File: config.mk
export PLATFORM = sky130hd
export DESIGN_NAME = anc_mixer
export DESIGN_NICKNAME = d
export VERILOG_FILES = /design/src/rtl/anc_pkg.sv /design/src/rtl/anc_sat_sub.sv /design/src/rtl/anc_mixer.sv
export SDC_FILE = /design/constraint.sdc
export NUM_CORES = 1
export LEC_CHECK = 0
export CORE_MARGIN = 1
export CORE_UTILIZATION = 55
export CTS_CLUSTER_DIAMETER = 30
export CTS_CLUSTER_SIZE = 8
export DETAILED_ROUTE_END_ITERATION = 10
export GPL_ROUTABILITY_DRIVEN = 0
export PLACE_DENSITY = 0.79
export SYNTH_ARGS = -nofsm -noshare
export SYNTH_HDL_FRONTEND = slang
export SYNTH_SLANG_ARGS = --single-unit
export TNS_END_PERCENT = 5
File: constraint.sdc
create_clock -name clk_in -period 9.6 [get_ports clk_in]
set_input_delay 2.4 -clock clk_in [delete_from_list [all_inputs] [get_ports clk_in]]
set_output_delay 2.4 -clock clk_in [all_outputs]
set_load 0.05 [all_outputs]
File: src/rtl/anc_pkg.sv
// Shared types and helpers for the ANC output mixer: sample type, pairing
// state enum, clamp limits and the saturating subtract used by anc_sat_sub.
package anc_pkg;

  typedef logic signed [15:0] sample_t;

  typedef enum logic [1:0] {
    IDLE,
    WAIT_ANTI,
    WAIT_MUSIC
  } mix_state_t;

  localparam sample_t SAMPLE_MAX = 16'sh7FFF;
  localparam sample_t SAMPLE_MIN = 16'sh8000;

  // Both operands sign-extend to 17 bits, so the difference never wraps;
  // bits 16 and 15 disagree exactly when the result leaves the 16-bit range.
  function automatic sample_t sat_sub(input sample_t a, input sample_t b);
    logic signed [16:0] d;
    d = {a[15], a} - {b[15], b};
    if (d[16] != d[15]) return d[16] ? SAMPLE_MIN : SAMPLE_MAX;
    return sample_t'(d[15:0]);
  endfunction

endpackage

File: src/rtl/anc_sat_sub.sv
// Combinational 17-bit subtract-and-clamp: diff = sat(a - b).
module anc_sat_sub
  import anc_pkg::*;
(
  input  sample_t a,
  input  sample_t b,
  output sample_t diff
);

  assign diff = sat_sub(a, b);

endmodule

File: src/rtl/anc_mixer.sv
// Pairs music and anti-noise samples and emits saturated music - anti-noise,
// timing out unpaired samples. ANC_MIXER_STATS_EN adds the drop counter port.
module anc_mixer
  import anc_pkg::*;
#(
  parameter int TIMEOUT_CYCLES = 1024
) (
  input  logic        clk_in,
  input  logic        reset_in,
  input  logic [15:0] music_in,
  input  logic        music_valid_in,
  input  logic [15:0] anti_in,
  input  logic        anti_valid_in,
  input  logic        anc_enable_in,
  output logic [15:0] signal_out,
  output logic        done_out
`ifdef ANC_MIXER_STATS_EN
  ,
  output logic [15:0] drop_count_out
`endif
);

  localparam logic [15:0] TIMER_LAST = 16'(TIMEOUT_CYCLES - 1);

  mix_state_t  state;
  logic [15:0] timer;
  sample_t     held_music;
  sample_t     held_anti;

  logic    timer_done;
  logic    complete;
  sample_t op_music;
  sample_t op_anti;
  sample_t op_anti_eff;
  sample_t mixed;

  // The last wait cycle is the one in which the timer reads TIMEOUT_CYCLES-1.
  assign timer_done = (timer == TIMER_LAST);

  always_comb begin
    // NOTE: every output of this block gets a default first so no path
    // through the case leaves a signal unassigned and infers a latch.
    complete = 1'b0;
    op_music = '0;
    op_anti  = '0;
    unique case (state)
      IDLE: begin
        if (music_valid_in && anti_valid_in) begin
          complete = 1'b1;
          op_music = sample_t'(music_in);
          op_anti  = sample_t'(anti_in);
        end
      end
      WAIT_ANTI: begin
        if (anti_valid_in) begin
          complete = 1'b1;
          op_music = held_music;
          op_anti  = sample_t'(anti_in);
        end else if (!music_valid_in && timer_done) begin
          complete = 1'b1;
          op_music = held_music;
        end
      end
      WAIT_MUSIC: begin
        if (music_valid_in) begin
          complete = 1'b1;
          op_music = sample_t'(music_in);
          op_anti  = held_anti;
        end else if (!anti_valid_in && timer_done) begin
          complete = 1'b1;
          op_anti  = held_anti;
        end
      end
      default: ;
    endcase
  end

  assign op_anti_eff = anc_enable_in ? op_anti : '0;

  anc_sat_sub u_sat_sub (
    .a    (op_music),
    .b    (op_anti_eff),
    .diff (mixed)
  );

  always_ff @(posedge clk_in) begin
    if (reset_in) begin
      state      <= IDLE;
      timer      <= '0;
      held_music <= '0;
      held_anti  <= '0;
      signal_out <= '0;
      done_out   <= 1'b0;
    end else begin
      // NOTE: non-blocking assignments keep every register reading the
      // pre-edge value, so ordering inside this block does not matter.
      done_out <= complete;
      if (complete) signal_out <= mixed;
      unique case (state)
        IDLE: begin
          timer <= '0;
          if (music_valid_in && !anti_valid_in) begin
            held_music <= sample_t'(music_in);
            state      <= WAIT_ANTI;
          end else if (anti_valid_in && !music_valid_in) begin
            held_anti <= sample_t'(anti_in);
            state     <= WAIT_MUSIC;
          end
        end
        WAIT_ANTI: begin
          // A new music strobe either overwrites or re-arms after a pair.
          if (music_valid_in) begin
            held_music <= sample_t'(music_in);
            timer      <= '0;
          end else if (anti_valid_in || timer_done) begin
            state <= IDLE;
            timer <= '0;
          end else begin
            timer <= timer + 16'd1;
          end
        end
        WAIT_MUSIC: begin
          if (anti_valid_in) begin
            held_anti <= sample_t'(anti_in);
            timer     <= '0;
          end else if (music_valid_in || timer_done) begin
            state <= IDLE;
            timer <= '0;
          end else begin
            timer <= timer + 16'd1;
          end
        end
        default: begin
          state <= IDLE;
          timer <= '0;
        end
      endcase
    end
  end

`ifdef ANC_MIXER_STATS_EN
  logic drop;

  // Drop = overwrite of the held sample, or a timeout without a partner.
  assign drop = ((state == WAIT_ANTI) && !anti_valid_in && (music_valid_in || timer_done))
             || ((state == WAIT_MUSIC) && !music_valid_in && (anti_valid_in || timer_done));

  always_ff @(posedge clk_in) begin
    if (reset_in) begin
      drop_count_out <= '0;
    end else if (drop && (drop_count_out != 16'hFFFF)) begin
      drop_count_out <= drop_count_out + 16'd1;
    end
  end
`endif

endmodule

==> summary.txt <==
============================================================================================
Signal arrival time at the worst endpoint .....................................      7.15 ns
Maximum capacitance violations ................................................            0
R2R setup slack ...............................................................      4.11 ns
Run status .................................................................... finished, final reports clean
Wirelength, routed ............................................................     9.008 mm
Resized Gates After CTS .......................................................            0
Ant diodes ....................................................................            0
Most frequent cells in the layout ............................................. sky130_fd_sc_hd__nor2_1 (100), sky130_fd_sc_hd__dfxtp_1 (67), sky130_fd_sc_hd__clkdlybuf4s50_1 (52)
Number of cells on the worst reg-to-reg path ..................................           16
Average vias per placed instance ..............................................        5.582
Leakage power of the design ...................................................     1.853 nW
CP most frequent cell ......................................................... sky130_fd_sc_hd__a21oi_1
Placement Rows ................................................................           31
Classification of the worst setup path ........................................ primary input to register
Setup violations, final .......................................................            0
Effective utilization at floorplan ............................................       56.45%
P per Cell Area ............................................................... 240.4 mW/mm^2
Largest family of logic cells by synthesized area ............................. simple AND/OR/NAND/NOR gates
Final worst slack .............................................................     2.706 ns
VDD IR max ....................................................................   0.09956 mV
Setup TNS .....................................................................         0 ns
Number of post-CTS setup repair buffers .......................................            0
Antenna Nets Post-Route .......................................................            0
Via Count .....................................................................         3444
Count of different cell masters after synthesis ...............................           46
Final HPWL DP .................................................................     6.442 mm
Most common cell after layout, fill and taps aside ............................ sky130_fd_sc_hd__nor2_1
Routed length per placed instance .............................................     14.60 um
Area of the die ............................................................... 0.007753 mm^2
Number of global-route vias before repair .....................................         3286
Maximum achievable frequency ..................................................    145.1 MHz
Largest fanout on the critical path ...........................................           16
Clock root buffer ............................................................. sky130_fd_sc_hd__clkbuf_8
Number of antenna violations at the first check in global routing .............            0
Count of pins over their slew limit ...........................................            0
H-tree lvl count ..............................................................            3
Multiplexer area fraction after synthesis .....................................       8.848%
Basic-gate share of the synthesized area counting and, or, nand and nor cells .       18.86%
XOR/XNOR share of the synthesized area ........................................       5.806%
Compound-Gate Fraction of Synth Area ..........................................       18.16%
Terminating pin of the worst hold path ........................................ timer[0]$_SDFF_PP0_
Clock latency on the worst-skew pair ..........................................      0.35 ns
Final net count ...............................................................          575
Remaining global-route overflow ...............................................            0
Clk pin slew, worst setup/hold paths ..........................................      0.07 ns
Headroom to the max-slew limit ................................................       19.04%
First-pass DRT Iterations .....................................................            4
RSZ-0062 raised after global routing ..........................................        false
Clock tree from TritonCTS .....................................................          yes
Hold Fails Final Rpt ..........................................................            0
Cts-stage hold buffer count ...................................................            0
Cells traversed along the worst timing path ................................... clkdlybuf4s50_1, inv_1, a21oi_1, nor2b_1, a22oi_1, or2_1, ha_1, fa_1, nand2b_1, a21oi_1, o21ai_0, o21ai_1, a21oi_1, maj3_1, a211oi_2
Filler Cell Count .............................................................          611
Critical register-to-register path startpoint ................................. timer[0]$_SDFF_PP0_
Area of the mapped netlist .................................................... 0.004073 mm^2
Worst path slowest cell ....................................................... sky130_fd_sc_hd__nor2b_1
Data required time at the worst endpoint ......................................      9.86 ns
Finished Cell Area ............................................................ 0.004863 mm^2
WP buf/inv ....................................................................            2
Hold path startpoint .......................................................... timer[0]$_SDFF_PP0_
Number of design rule violations left after detail routing ....................            0
Adder-Cell Fraction of Synth Area .............................................       11.55%
Synthesis-stage register bit count ............................................           67
Final period utilization ......................................................       71.81%
Number of buffers added by the clock tree synthesis step ......................            9
Syn nets ......................................................................          534
Worst flop-to-flop path endpoint .............................................. signal_out[5]$_SDFFE_PP0P_
Post-Place Cell Area .......................................................... 0.004613 mm^2
Time the final worst path needs with I/O delays and setup .....................     6.894 ns
Min-delay worst type .......................................................... register to register
Synth warnings ................................................................            0
Startpoint types .............................................................. primary input
Pin count of the biggest net entering global routing ..........................           53
Worst Skew ....................................................................   0.01417 ns
Floorplan die height ..........................................................     88.05 um
Area added between synthesis and finish .......................................       19.42%
Sort of element at the end of the critical path ...............................     register
Worst Setup Slack post-DPL ....................................................     2.481 ns
Delay-heaviest family, CP ..................................................... compound AO/OA/AOI/OAI gates
Area of the placeable core .................................................... 0.007214 mm^2
Combined global-route utilization of all metal layers .........................       25.36%
Detailed router's first-iteration violation count .............................          179
First-pass GRT wire length ....................................................     15.19 mm
IO Pins .......................................................................           54
Crit path largest cell delay ..................................................      0.90 ns
Total chip power ..............................................................   0.001169 W
Instance count along the most critical hold path ..............................            1
Clock Tree Buf Depth ..........................................................            2
Ratio of cells with drive above 1 in the final layout .........................       7.722%
Count of clock tree sinks .....................................................           67
Average cell area after synthesis .............................................   8.629 um^2
Cell count after synthesis ....................................................          472
Die Width .....................................................................     88.05 um
Share of the yosys chip area belonging to registers ...........................       32.93%
Measured slew at the worst slew-check pin .....................................     1.214 ns
Number of buffer cells added on primary ports .................................           53
============================================================================================
==> per-layer routing <==
layer	vias up	track usage [%]	routed length (um)
met1	1622	34.82	4381
met2	71	38.48	4121
met4	0	10.70	181
met3	17	5.467	322
li1	1734	-	-
met5	-	0	0
==> stage by stage <==
step                hold slack, ns  std cells  utilization (%)
finish                      0.4766        617            67.41
global route                0.4958        617            67.41
CTS                         0.4758        617            67.41
detailed placement          0.4574        601            63.94
global placement            0.4468        601            63.94
floorplan                   0.4302        472                -
==> registers in the layout, summed over array words and instances (netlist names) <==
signal / cells
done_out: 1
held_anti: 16
state: 2
timer: 16
signal_out: 16
held_music: 16
==> where the power goes <==
part / total [W] / switching [W] / internal [W]
registers: 0.000341 / 0.0000206 / 0.000320
clock network: 0.000291 / 0.000111 / 0.000180
logic: 0.000538 / 0.000316 / 0.000222
==> final cells by class <==
cell class                 count  area, um^2  area share (%)
multi-input combinational    372        2581           53.07
sequential                    67        1341           27.58
timing repair buffer          54       533.0           10.96
clock buffer                  10       137.6           2.830
tap                           99       123.9           2.547
clock inverter                 6       112.6           2.315
inverter                       9       33.78          0.6946
==> worst max path at each step <==
stage	start	to	slack (ns)	cells past startpoint
floorplan	music_valid_in	signal_out[8]$_SDFFE_PP0P_	4.10	16
global placement	music_valid_in	signal_out[6]$_SDFFE_PP0P_	2.62	15
detailed placement	music_valid_in	signal_out[6]$_SDFFE_PP0P_	2.48	15
CTS	music_valid_in	signal_out[6]$_SDFFE_PP0P_	2.80	15
global route	anti_valid_in	signal_out[6]$_SDFFE_PP0P_	2.27	15
finish	music_valid_in	signal_out[5]$_SDFFE_PP0P_	2.71	15
==> synth_stat cells, drive strengths merged <==
cell type,n,area (um^2)
or4bb,1,11.26
or2,2,12.52
or4,1,11.26
a21boi,1,7.510
or4b,1,10.01
mux2i,36,360.4
nor2b,6,37.54
dfxtp,67,1341
a31o,1,8.760
a211oi,15,182.7
fa,1,20.02
or3,2,12.51
nor3,1,5.000
nor4,1,21.27
a31oi,5,31.28
xnor2,12,105.1
nand2b,7,43.79
o211ai,6,50.05
o21ai,8,40.03
and3,2,12.51
nor4b,1,8.760
a222oi,1,10.01
a22oi,16,120.1
clkbuf,14,55.05
a21oi,20,111.4
a21o,4,30.03
maj3,15,150.1
xor2,15,131.4
nand4,3,18.77
o21a,2,15.01
ha,24,300.3
a311o,1,10.01
a22o,14,122.6
buf,10,67.56
nand3,9,45.04
nor2,101,379.1
nand2,37,138.9
inv,9,33.78
==> cell families (layout without fill, tap and decap cells) <==
| kind of cell | after synthesis | after routing |
|---|---|---|
| flip-flops | 67 | 67 |
| adder cells (fa/ha/maj) | 40 | 40 |
| AO/OA/AOI/OAI | 94 | 94 |
| buffers and inverters | 33 | 79 |
| multiplexers | 36 | 36 |
| XOR/XNOR | 27 | 27 |
| AND/OR/NAND/NOR | 175 | 175 |
(Power assumes the default switching activity.)
